$ cat config.mk
export PLATFORM = sky130hd
export DESIGN_NAME = hsk_pulse_scheduler
export DESIGN_NICKNAME = d
export VERILOG_FILES = /design/src/rtl/hsk_pulse_scheduler.sv
export SDC_FILE = /design/constraint.sdc
export NUM_CORES = 1
export LEC_CHECK = 0
export BUFFER_PORTS_ARGS = -buffer_cell sky130_fd_sc_hd__buf_2
export CORE_MARGIN = 1
export CORE_UTILIZATION = 55
export DETAILED_ROUTE_END_ITERATION = 10
export PLACE_DENSITY = 0.74
export SLEW_MARGIN = 10
export SYNTH_ARGS = -nofsm -noshare
export SYNTH_HDL_FRONTEND = slang
export SYNTH_SLANG_ARGS = --single-unit
$ cat constraint.sdc
create_clock -name aclk_i -period 4.05 [get_ports aclk_i]
set_input_delay 0.405 -clock aclk_i [delete_from_list [all_inputs] [get_ports aclk_i]]
set_output_delay 0.405 -clock aclk_i [all_outputs]
set_load 0.1 [all_outputs]
$ cat src/rtl/hsk_pulse_scheduler.sv
// hsk_pulse_scheduler: round-robin sharing of one pulse synchronizer among NB_REQ event requesters
module hsk_pulse_scheduler #(
    parameter int NB_REQ = 4,
    parameter int CNT_W = 4,
    parameter int BUSY_TMO = 8,
    localparam int ID_W = (NB_REQ > 1) ? $clog2(NB_REQ) : 1,
    localparam int TMO_W = $clog2(BUSY_TMO + 1)
) (
    input  logic              aclk_i,
    input  logic              srst_i,
    input  logic [NB_REQ-1:0] req_i,
    input  logic              ovf_clr_i,
    input  logic              tready_i,
    output logic              tvalid_o,
    output logic [ID_W-1:0]   id_o,
    output logic              busy_o,
    output logic [NB_REQ-1:0] ovf_o,
    output logic              err_o
);
    typedef enum logic [1:0] {IDLE, ISSUE, WAIT_BUSY, WAIT_DONE} state_t;
    state_t state, state_nxt;
    logic [CNT_W-1:0] cnt [NB_REQ];
    logic [CNT_W-1:0] cnt_nxt [NB_REQ];
    logic [NB_REQ-1:0] pend, ovf_set;
    logic [ID_W-1:0] last, gnt_id;
    logic [TMO_W-1:0] tmo;
    logic found, grant, tmo_hit;
    assign tvalid_o = state == ISSUE;
    assign busy_o = state != IDLE;
    always_comb begin
        pend = '0;
        for (int i = 0; i < NB_REQ; i++) pend[i] = cnt[i] != '0;
    end
    // first pending requester after the last one served, wrapping around
    always_comb begin
        found = 1'b0;
        gnt_id = '0;
        for (int i = 1; i <= NB_REQ; i++) begin
            if (!found && pend[(int'(last) + i) % NB_REQ]) begin
                found = 1'b1;
                gnt_id = ID_W'((int'(last) + i) % NB_REQ);
            end
        end
    end
    always_comb begin
        state_nxt = state;
        grant = 1'b0;
        tmo_hit = 1'b0;
        case (state)
            IDLE: if (found && tready_i) begin
                grant = 1'b1;
                state_nxt = ISSUE;
            end
            ISSUE: state_nxt = WAIT_BUSY;
            WAIT_BUSY: if (!tready_i) state_nxt = WAIT_DONE;
                else if (tmo == TMO_W'(BUSY_TMO - 1)) begin
                    tmo_hit = 1'b1;
                    state_nxt = IDLE;
                end
            WAIT_DONE: if (tready_i) state_nxt = IDLE;
            default: state_nxt = IDLE;
        endcase
    end
    // a same-edge event and grant cancel out, so saturation only drops unmatched events
    always_comb begin
        cnt_nxt = cnt;
        ovf_set = '0;
        for (int k = 0; k < NB_REQ; k++) begin
            ovf_set[k] = req_i[k] && !(grant && gnt_id == ID_W'(k)) && &cnt[k];
            cnt_nxt[k] = (req_i[k] && !(grant && gnt_id == ID_W'(k)) && !ovf_set[k]) ? cnt[k] + 1'b1 :
                         (!req_i[k] && grant && gnt_id == ID_W'(k)) ? cnt[k] - 1'b1 : cnt[k];
        end
    end
    always_ff @(posedge aclk_i) begin
        if (srst_i) begin
            state <= IDLE;
            last <= ID_W'(NB_REQ - 1);
            id_o <= '0;
            tmo <= '0;
            ovf_o <= '0;
            err_o <= 1'b0;
            for (int k = 0; k < NB_REQ; k++) cnt[k] <= '0;
        end else begin
            state <= state_nxt;
            tmo <= (state == ISSUE) ? '0 : (state == WAIT_BUSY) ? tmo + 1'b1 : tmo;
            if (grant) begin
                last <= gnt_id;
                id_o <= gnt_id;
            end
            ovf_o <= (ovf_clr_i ? '0 : ovf_o) | ovf_set;
            err_o <= (err_o && !ovf_clr_i) || tmo_hit;
            for (int k = 0; k < NB_REQ; k++) cnt[k] <= cnt_nxt[k];
        end
    end
endmodule

Yosys cells after proc, flatten, opt, wreduce, memory -nomap -nowiden

Index checks and enable logic that the tools add are counted.

Memory bits (read-only): 0
Register bits after elaboration: 31
Memories: 0
Logic and storage cells: 148
Bits of input ports: 8
Latch bits: 0
Output and inout port bits: 9
Memory bits (writable): 0

Muxes and demuxes: 39
Add/subtract/negate cells: 13
Bitwise operators: 5
Multipliers: 0
Div/mod/pow operators: 0
Shift-type cells: 0
Magnitude comparators: 4
Reduce and logical (&&, ||, !) cells: 67
Equal/unequal tests: 10

Operator list:

| kind                                                        | count |
|---|---|
| 2-to-1 mux 4 bit                                            | 9 |
| logical AND 1 bit                                           | 29 |
| adder 4 x 1 -> 4 bit (second input constant)                | 5 |
| 2-to-1 mux 1 bit                                            | 17 |
| logical NOT 1 bit                                           | 16 |
| less-than comparator 3 x 4 -> 1 bit (second input constant) | 4 |
| 2-to-1 mux 2 bit                                            | 8 |
| AND reduction 4 bit                                         | 4 |
| nonzero test 4 bit                                          | 4 |
| subtractor 4 x 1 -> 4 bit (second input constant)           | 4 |
| nonzero test 2 bit                                          | 5 |
| OR reduction 2 bit                                          | 5 |
| binary-select mux 1 bit (select 2 bit)                      | 4 |
| equality test 2 bit (second input constant)                 | 4 |
| one-hot mux 2 bit (4 select lines)                          | 1 |
| adder 2 x 1 -> 2 bit (second input constant)                | 2 |
| adder 2 bit (second input constant)                         | 2 |
| bitwise AND 1 bit (first input constant)                    | 4 |
| equality test 2 x 1 -> 1 bit (second input constant)        | 2 |
| equality test 4 x 3 -> 1 bit (second input constant)        | 1 |
| logical NOT 2 bit                                           | 2 |
| inequality test 2 bit (second input constant)               | 2 |
| bitwise OR 4 bit                                            | 1 |
| inequality test 3 bit (second input constant)               | 1 |
| other kinds (2)                                             | 2 |

Depth between registers and ports, before layout

Gate-level depths: netlist (run 1).

Depth after elaboration: 26
Mapped depth: 11
Gate-level depth less buffers: 11

Worst setup path after synthesis (run 1)

No wires, ideal clock.

Path kind: register to register
Start: reg cnt[8] (netlist name)
End: reg cnt[3] (netlist name)
Required time: 3.929 ns
Library setup time: 0.121 ns
Cell stages (with the launch flop): 12
Setup slack: 0.933 ns
Clock period less this slack: 3.117 ns
Buffers on the path: 0
Data arrival time: 2.997 ns
Cells stage by stage: dfxtp_1 or4_4 o41a_1 nand3_2 a21oi_2 or2_2 ha_1 a21o_1 a21oi_1 nor2_1 mux2i_1 mux2_2

Cells in the longest elaborated chain, start to end: 24
Elaborated cells between the ends (all ways): 41
Those cells by class: eq/ne: 1; mux: 23; reduce/logical: 17

Ends and longest elaborated chain:

| item                                                          | line   | RTL |
|---|---|---|
| start, declared                                               | 22     | `logic [CNT_W-1:0] cnt [NB_REQ];` |
| nonzero test 4 bit (*)                                        | 32     | `for (int i = 0; i < NB_REQ; i++) pend[i] = cnt[i] != '0;` |
| binary-select mux 1 bit (select 2 bit)                        | 39     | `if (!found && pend[(int'(last) + i) % NB_REQ]) begin` |
| 2-to-1 mux 1 bit (not written as such) (2 in a row)           | 39     |  |
| 2-to-1 mux 1 bit                                              | 39     |  |
| logical NOT 1 bit                                             | 39     |  |
| logical AND 1 bit                                             | 39     |  |
| 2-to-1 mux 1 bit                                              | 39     |  |
| logical NOT 1 bit                                             | 39     |  |
| [7 not listed]                                                | n/a    |  |
| 2-to-1 mux 1 bit                                              | 49     | `case (state)` |
| logical AND 1 bit                                             | 69, 70 |  |
| logical NOT 1 bit                                             | 69, 70 |  |
| logical AND 1 bit                                             | 69, 70 |  |
| logical AND 1 bit                                             | 69     | `ovf_set[k] = req_i[k] && !(grant && gnt_id == ID_W'(k)) && &cnt[k];` |
| logical NOT 1 bit                                             | 70     | `cnt_nxt[k] = (req_i[k] && !(grant && gnt_id == ID_W'(k)) && !ovf_set[k]) ? cnt[k] + 1'b1 :` |
| logical AND 1 bit                                             | 70     |  |
| 2-to-1 mux 4 bit / nonzero test 2 bit (equally long branches) | n/a    |  |

Every way passes the cells marked *; elsewhere a longest branch is shown, timed or not. The select of a mux whose other input is x is not followed.
A chain may end at the register's enable or synchronous reset.

Final worst setup path (run 1)

Start: reg cnt[8] (netlist name)
End: reg cnt[11] (netlist name)

Cells in the longest elaborated chain, start to end: 24
Elaborated cells between the ends (all ways): 45
Those cells by class: add/sub: 2; eq/ne: 1; mux: 24; reduce/logical: 18

Ends and longest elaborated chain:

| item                                                          | line |
|---|---|
| nonzero test 4 bit                                            | 32 |
| binary-select mux 1 bit (select 2 bit)                        | 39 |
| 2-to-1 mux 1 bit (not written as such) (2 in a row)           | 39 |
| 2-to-1 mux 1 bit                                              | 39 |
| logical NOT 1 bit                                             | 39 |
| logical AND 1 bit                                             | 39 |
| 2-to-1 mux 1 bit                                              | 39 |
| logical NOT 1 bit                                             | 39 |
| [7 not listed]                                                | n/a |
| 2-to-1 mux 1 bit                                              | 49 |
| logical AND 1 bit                                             | 69, 70 |
| logical NOT 1 bit                                             | 69, 70 |
| logical AND 1 bit                                             | 69, 70 |
| logical AND 1 bit                                             | 69 |
| logical NOT 1 bit                                             | 70 |
| logical AND 1 bit                                             | 70 |
| 2-to-1 mux 4 bit / nonzero test 2 bit (equally long branches) | n/a |

Several ways; a longest one is shown, not always the timed one. The select of a mux whose other input is x is not followed.

==> results of run 1 <==
==> layout make-up <==
class                   instances  area, µm²  area share, %
multi-input cells             173       1369          60.58
flip-flops and latches         31      620.6          27.46
clock buffers                   6      82.58          3.654
repair buffers                 16      80.08          3.544
well taps                      46      57.56          2.547
clock inverters                 2      35.03          1.550
inverters                       4      15.01         0.6645
==> kinds of logic after synthesis <==
group	Yosys count	share of synthesized area, %
xor gates and xnor gates	5	2.156
muxes	27	16.08
and+or+nand+nor	93	26.25
DFF	31	30.56
buffers and inverters	11	2.033
adders and majority gates	13	9.489
AOI/OAI and AO/OA	35	13.43
==> worst min-delay path: cells and delay by family <==
kind / cells / cell delay, ns
AND/OR/NAND/NOR: 1 / 0.08
AO/OA/AOI/OAI: 1 / 0.06
buffers and inverters: 1 / 0.12
==> cells in the final DEF (no fill, tap or decap), drive strengths merged, types with 4 or more instances in the layout <==
master	count
or4	4
a21oi	16
ha	9
inv	4
mux2	17
buf	16
dfxtp	31
fa	4
nand4	5
clkbuf	6
mux2i	10
nand2	10
nor2	27
xnor2	5
nand3	5
nand2b	12
nor2b	17
a21o	4
==> how the worst max path moves through the flow <==
stage	start	endpoint	slack, ns	cells after the start
6_report	cnt[8]$_SDFFE_PP0P_	cnt[11]$_SDFFE_PP0P_	0.73	11
5_1_grt	cnt[3]$_SDFFE_PP0P_	cnt[3]$_SDFFE_PP0P_	0.52	11
4_1_cts	cnt[8]$_SDFFE_PP0P_	cnt[11]$_SDFFE_PP0P_	0.76	11
3_5_place_dp	cnt[8]$_SDFFE_PP0P_	cnt[11]$_SDFFE_PP0P_	0.76	11
3_3_place_gp	cnt[8]$_SDFFE_PP0P_	cnt[3]$_SDFFE_PP0P_	0.85	11
2_1_floorplan	cnt[8]$_SDFFE_PP0P_	cnt[3]$_SDFFE_PP0P_	0.93	11
==> registers in the layout (all words and copies together), names as in the netlist <==
register / cells
err_o: 1
id_o: 2
cnt: 16
ovf_o: 4
tmo: 4
last: 2
state: 2
==> per-stage QoR <==
stage	cells	area [µm²]	utilization (%)	total power, µW	hold WS [ns]
after floorplan	215	2031	-	1298	0.5077
after global placement	270	2142	62.23	1411	0.4466
after detailed placement	270	2142	62.23	1447	0.4565
after CTS	278	2260	65.65	1764	0.4197
after global routing	278	2260	65.65	1900	0.4480
final	278	2260	65.65	1753	0.4247
==> power groups by stage <==
stage                     combinational (µW)  sequential (µW)  clock, µW
final                                    927              514        312
after global routing                    1030              538        337
after CTS                                931              514        319
after detailed placement                 927              520          0
after global placement                   898              513          0
after floorplan                          758              540          0
==> layer usage <==
layer / routed length, µm / share of wire [%] / track usage (%) / vias to the layer above
met5: 0 / 0 / 0 / -
met4: 53 / 1.4 / 9.302 / 0
met3: 140 / 3.8 / 4.745 / 7
met2: 1771 / 48 / 34.78 / 28
met1: 1697 / 46 / 27.02 / 767
li1: - / - / - / 798
==> run metrics, run 1 <==
outcome=finished, final reports clean; first-pass GRT wire length=about 6700 µm; CTS tree=done; number of DRC markers in iteration 0=86; Sw Ratio=42.44%; Cells after Synth=215; Critical Path Sink Type=register; slowest CP cell=or4_4; min-delay src=tready_i; Clk pwr share=between 10% and 20%; vias per cell=~5.8; Die Height=around 63 µm; Switch Pwr=744.0 µW; Post-synth top cells=31 x dfxtp_1, 27 x nor2_1, 17 x nor2b_1; CTS Sinks=31; core area=3442 µm²; pwr dens=about 780 nW/µm²; library cells used by synthesis=46; post-synthesis sequential area ratio=between 30% and 40%; dpl hpwl=about 2700 µm; Combinational Power Share=52.9%; sequential share of power=between 20% and 30%; most frequent cell after synthesis=dfxtp_1; H-tree levels=2; WHS Endpoint=err_o$_SDFF_PP0_; Least-Margin Pin Slew=0.7768 ns; Area Growth Syn to Fin=11.28%; f_max=about 300 MHz; CP cell instances=or4_4 > o41ai_4 > a21oi_2 > a21boi_4 > or2_2 > ha_1 > a21o_1 > a21oi_1 > nor2_1 > mux2i_1 > mux2_2; CP max stage delay=~0.59 ns; fin worst setup slack=~0.73 ns; DRC=0; Cell Area, Synth=approximately 2000 µm²; internal power=1009 µW; Max Buffers Root-to-Sink=2; initial antenna violation count=0; Resized Gates After CTS=0; skew final=between 0.007 and 0.008 ns; RSZ-0062 raised after global routing=no; Initial Util=around three fifths; clock slew at reported path FFs=0.07 ns; critical path class=register to register; flop and latch count out of synthesis=31; largest net degree at the start of global routing=48; leading area contributor after synthesis=dfxtp_1; die area=a little under 4000 µm²; synth warn=0; endpoints failing setup=0; Post-synth EDFFs=0; Hold Crit Class=primary input to register; worst-path maximum fanout=7; cell family with most CP delay=compound AO/OA/AOI/OAI gates; setup_tns=0 ns; post-place setup slack=roughly 0.76 ns; mean post-synth cell area=approximately 9.4 µm²; share of cells above drive strength 1=a little under a quarter; WP buf/inv=0; via count=1600; period utilization=between 80% and 90%; Routability Congestion=0.8700; Startpoint Class=register; reg-to-reg critical path endpoint=cnt[11]$_SDFFE_PP0P_; global route total overflow=0; Required @ worst endpoint=4.22 ns; post-synth top area share=slightly above 30%; Post-synth ARST share=0%; R2R Setup Slk=0.73 ns; worst-skew pair later-pin latency=approximately 0.28 ns; root buf cell=clkbuf_8; FF-to-FF path depth=11; Tmin final=3.324 ns; Main synth FF type=dfxtp_1; gr usage total=a little over a fifth; Rows=21; Max Cap Viol=0; CTS Buf Count=5; Critical Path AT=about 3.5 ns; final hold vios=0; number of antenna repair diodes=0; syn_nets=around 240; wire per inst=roughly 13 µm; number of post-CTS setup repair buffers=0; I/O Buffers=16; VDD IR max=around 0.41 mV; Die Width=~63 µm; Final ANT Viol Nets=0; max-slew violations=0; final net count=about 250; number of global-route vias before repair=1540; I/O pins=17; fillcell total=around 290; RR Startpoint=cnt[8]$_SDFFE_PP0P_; # hold bufs at CTS=0; DR pass1 iterations=4; final wirelength=between 3000 and 4000 µm; worst rel slew slack=48.21%; hold path cells=3; synth top area cells=dfxtp_1 31%, ha_1 5.5%, nor2b_1 5.2%; Lkg Pwr=between 0.0009 and 0.001 µW
Power figures use the tool's default switching activity.
==> run 2: changes to the inputs <==
clock period = 3.4 ns   (was 4.05 ns; I/O delays follow)
==> run metrics, run 2 (synthesis gave the netlist of run 1 again) <==
max-slew violations=0; final hold vios=0; number of global-route vias before repair=1532; via count=~1.6k; Final ANT Viol Nets=0; internal power=approximately 1300 µW; outcome=finished, final reports clean; vias per cell=between 5 and 6; Clk pwr share=roughly 17%; root buf cell=clkbuf_8; clock slew at reported path FFs=0.07 ns; worst-skew pair later-pin latency=between 0.2 and 0.3 ns; commonest non-fill, non-tap cell in the layout=dfxtp_1; CTS Sinks=31; core area=roughly 3400 µm²; CP cell instances=or4_4 > o41a_1 > nand3_2 > a21oi_2 > or2_4 > ha_1 > a21o_1 > a21oi_2 > nor2_1 > mux2i_1 > mux2_2; Hold Crit Class=primary input to register; CTS tree=done; pwr dens=between 900 and 1000 nW/µm²; number of antenna repair diodes=0; biggest regs=cnt x16, ovf_o x4, tmo x4; WP buf/inv=0; final wirelength=roughly 4000 µm; worst-path maximum fanout=5; initial antenna violation count=0; Lkg Pwr=around 0.0010 µW; wire per inst=approximately 14 µm; final core occ=67.61%; Least-Margin Pin Slew=0.7706 ns; first-pass GRT wire length=slightly below 7000 µm; number of DRC markers in iteration 0=~100; endpoints failing setup=0; Required @ worst endpoint=~3.6 ns; final net count=approximately 260; H-tree levels=2; share of cells above drive strength 1=approximately 28%; VDD IR max=~0.44 mV; Die Height=about 63 µm; die area=~3900 µm²; Max Cap Viol=0; dpl hpwl=between 2000 and 3000 µm; Critical Path AT=about 3.4 ns; f_max=approximately 310 MHz; sequential share of power=27.8%; critical path's most frequent cell=a21oi_2; setup_tns=0 ns; Combinational Power Share=a little under three fifths; Switch Pwr=a little over 900 µW; RSZ-0062 raised after global routing=no; global route total overflow=0; Area Growth Syn to Fin=14.60%; Largest Register=cnt; skew final=about 0.005 ns; largest net degree at the start of global routing=48; leading cell types in the layout, fill and taps excluded=29 x dfxtp_1, 27 x nor2_1, 17 x nor2b_1, 16 x buf_2; Routability Congestion=roughly 0.85; CTS Buf Count=5; Initial Util=about 59%; I/O Buffers=16; Rows=21; gr usage total=between 20 and 25%; Tmin final=around 3.2 ns; critical path class=register to register; CP max stage delay=just under 0.6 ns; max FFs per register=16; DRC=0; Startpoint Class=register; worst rel slew slack=48.62%; PnR Total Power=~2200 µW; Max Buffers Root-to-Sink=2; cell family with most CP delay=simple AND/OR/NAND/NOR gates; I/O pins=17; period utilization=a little over nine tenths; slowest CP cell=or4_4; Die Width=about 63 µm; Critical Path Sink Type=register; DR pass1 iterations=4; Sw Ratio=42.70%
-- run 2: cell types whose count changed in the layout (fill, tap and decap cells not counted), moves of 2 or more --
cell / before / now
a21oi_1: 14 / 12
a21oi_2: 2 / 4
buf_4: 0 / 5
dfxtp_1: 31 / 29
dfxtp_2: 0 / 2
or2_2: 2 / 0
or2_4: 0 / 2
-- run 2: worst min-delay path, stage by stage --
cell and delay [ns]:
buf_2 0.11, nand4b_1 0.08, a21oi_1 0.06
-- run 2: final cells by class --
class / instances / area, µm²
flip-flops and latches: 31 / 623.1
well taps: 46 / 57.56
clock inverters: 2 / 35.03
clock buffers: 6 / 82.58
fillers: 264 / 1115
multi-input cells: 173 / 1396
repair buffers: 21 / 117.6
inverters: 4 / 15.01
-- run 2: layer usage --
layer	track usage (%)	share of wire, %
met5	0	0
met4	8.140	1.5
met3	7.117	4.0
met2	37.50	50
met1	26.62	44
-- run 2: power by group through the flow --
stage               logic [µW]  registers [µW]  clock network, µW
floorplan                  903             643                  0
global placement          1100             601                  0
detailed placement        1160             608                  0
CTS                       1160             602                385
global route              1320             628                402
finish                    1200             609                378
-- run 2: final timing paths --
path                            start  depth (start not counted)  slack [ns]                   to
hold / removal               tready_i                          3        0.35     err_o$_SDFF_PP0_
hold reg to reg      err_o$_SDFF_PP0_                          2        0.46     err_o$_SDFF_PP0_
setup / recovery  cnt[2]$_SDFFE_PP0P_                         11        0.19  cnt[3]$_SDFFE_PP0P_
setup reg to reg  cnt[2]$_SDFFE_PP0P_                         11        0.19  cnt[3]$_SDFFE_PP0P_
-- run 2: timing repair --
| action | CTS | global route |
|---|---|---|
| hold buffers | 0 | 0 |
| endpoints found under the setup margin | 0 | 4 |
| setup buffers | 0 | 2 |
| endpoints found under the hold margin | 0 | 0 |
| resized for setup | 0 | 9 |
-- run 2: stage by stage --
stage                     hold slack, ns  setup slack [ns]  std cells  cell area (µm²)
final                             0.3546            0.1925        283             2327
after global routing              0.3504           0.02279        283             2327
after floorplan                   0.5077            0.2828        215             2031
after detailed placement          0.4532           0.08682        273             2165
after CTS                         0.3420           0.07361        281             2282
after global placement            0.4464            0.1954        273             2165
==> run 3: changes to the inputs <==
ABC_AREA = 1   (was not set)
==> run metrics, run 3 <==
Rows=21; CTS tree=done; Max Buffers Root-to-Sink=2; first-pass GRT wire length=about 7600 µm; Resized Gates After CTS=0; vias per cell=around 5.3; post-synthesis sequential area ratio=29.99%; # hold bufs at CTS=0; Startpoint Class=register; clock slew at reported path FFs=~0.070 ns; PnR Total Power=~2500 µW; placed inst area=2195 µm²; largest net degree at the start of global routing=21; syn_nets=between 300 and 400; worst rel slew slack=between 50% and 60%; Area Growth Syn to Fin=10.28%; Post-synth EDFFs=0; Tmin final=approximately 3 ns; CTS Sinks=31; synth top area cells=dfxtp_1 30%, nand2_1 8.9%, nor2_1 8.3%; Final ANT Viol Nets=0; worst-path maximum fanout=9; cell family with most CP delay=simple AND/OR/NAND/NOR gates; WP buf/inv=3; mean post-synth cell area=roughly 6.9 µm²; wire per inst=11.75 µm; root buf cell=clkbuf_8; share of cells above drive strength 1=between 10% and 20%; VDD IR max=slightly below 0.6 mV; WP depth=22; hold path cells=2; Post-synth ARST share=0%; leading area contributor after synthesis=dfxtp_1; RSZ-0062 raised after global routing=no; flop and latch count out of synthesis=31; Cells after Synth=around 300; Hold Slack=0.3298 ns; library cells used by synthesis=36; biggest regs=cnt x16, ovf_o x4, tmo x4; max-slew violations=0; outcome=finished, final reports clean; period utilization=between 80 and 90%; initial antenna violation count=0; Required @ worst endpoint=around 3.6 ns; Critical Path AT=approximately 3.1 ns; final wirelength=approximately 4300 µm; H-tree levels=2; slowest CP cell=dfxtp_1; critical path class=register to register; final net count=340; I/O pins=17; DR pass1 iterations=4; CTS Buf Count=5; final core occ=65.80%; number of DRC markers in iteration 0=~140; Critical Path Sink Type=register; DRC=0; commonest non-fill, non-tap cell in the layout=nand2_1; skew final=roughly 0.0046 ns; Max Cap Viol=0; worst-skew pair later-pin latency=roughly 0.28 ns; final hold vios=0; number of post-CTS setup repair buffers=0; Main synth FF type=dfxtp_1; core area=between 3000 and 4000 µm²; CP cell instances=nor2_1 > nand3_1 > nand2_1 > nand2_1 > nand2_1 > nand4_1 > nand2_1 > inv_1 > nand2_1 > nand3_2 > nand2_1 > inv_1 > nand2_2 > ha_1 > nand2_1 > nand2_1 > a31oi_1 > inv_1 > nand4_1 > nand3_1 > nand2_1 > nor2_1; number of antenna repair diodes=0; most frequent cell after synthesis=nand2_1; FF-to-FF path depth=22; via count=around 1.9k; global route total overflow=0; CP max stage delay=about 0.38 ns; leading cell types in the layout, fill and taps excluded=49 x nand2_1, 46 x nor2_1, 39 x inv_1, 31 x dfxtp_1, 24 x nand3_1; number of global-route vias before repair=about 1.8k; dpl hpwl=between 3000 and 4000 µm; Largest Register=cnt; Die Width=63.34 µm; Post-synth top cells=49 x nand2_1, 46 x nor2_1, 39 x inv_1; Lkg Pwr=0.001116 µW; setup_tns=0 ns; endpoints failing setup=0; Finished Cell Area=between 2000 and 2500 µm²; Die Height=between 60 and 70 µm; Initial Util=~60%; max FFs per register=16; critical path's most frequent cell=nand2_1; Least-Margin Pin Slew=0.6352 ns; synth warn=0; post-synth top area share=between 20% and 30%; pwr dens=around 1100 nW/µm²; die area=about 4000 µm²; gr usage total=between 20% and 30%; Hold Crit Class=primary input to register; f_max=between 300 and 400 MHz; fillcell total=330; I/O Buffers=16; Cell Area, Synth=slightly above 2000 µm²; Routability Congestion=between 0.9 and 1
run 3: cell count changes after synthesis, sizes merged, moves of 5 or more:
cell | before | now
nand4 | 5 | 11
nand3 | 5 | 33
mux2i | 10 | 0
nor2 | 27 | 50
nand2b | 12 | 0
nor2b | 17 | 0
mux2 | 17 | 0
o21ai | 2 | 12
nand2 | 10 | 58
inv | 4 | 47
xnor2 | 5 | 0
clkbuf | 6 | 1
run 3: metrics by stage:
| step | setup slack [ns] | instances |
|---|---|---|
| final | 0.4541 | 365 |
| after global routing | 0.07856 | 365 |
| after CTS | 0.4780 | 365 |
| after detailed placement | 0.4937 | 358 |
| after global placement | 0.5240 | 358 |
| after floorplan | 0.9093 | 299 |
run 3: area by class of cell:
| class | count | area, µm² | share of cell area [%] |
|---|---|---|---|
| repair buffers | 16 | 80.08 | 3.509 |
| well taps | 46 | 57.56 | 2.522 |
| multi-input cells | 218 | 1257 | 55.10 |
| clock buffers | 6 | 82.58 | 3.618 |
| clock inverters | 1 | 5.005 | 0.2193 |
| flip-flops and latches | 31 | 620.6 | 27.19 |
| inverters | 47 | 178.9 | 7.840 |
run 3: cell families after synthesis:
| family | count (synthesis) | synth area share, % |
|---|---|---|
| simple gates | 163 | 39.48 |
| buf+inv | 50 | 9.250 |
| compound gates | 38 | 10.28 |
| flops | 31 | 29.99 |
| fa+ha+maj | 13 | 9.311 |
| xor+xnor | 4 | 1.693 |
run 3: path summary, 6_finish.rpt:
path	from	to	slack, ns
setup reg to reg	cnt[12]$_SDFFE_PP0P_	cnt[7]$_SDFFE_PP0P_	0.45
hold / removal	srst_i	id_o[0]$_SDFFE_PP0P_	0.33
setup / recovery	cnt[12]$_SDFFE_PP0P_	cnt[7]$_SDFFE_PP0P_	0.45
hold reg to reg	ovf_o[2]$_SDFF_PP0_	ovf_o[2]$_SDFF_PP0_	0.46
run 3: power breakdown:
group	internal [µW]	total (µW)	switching, µW
clock network	159	292	134
logic	487	1560	1070
registers	475	606	131
run 3: metal layers:
metal	GRT usage, %	vias up	part of all wire, %
met5	0	-	0
met4	7.386	0	1.0
met3	5.616	6	4.2
met2	40.03	34	47
met1	30.84	873	48
li1	-	1022	-
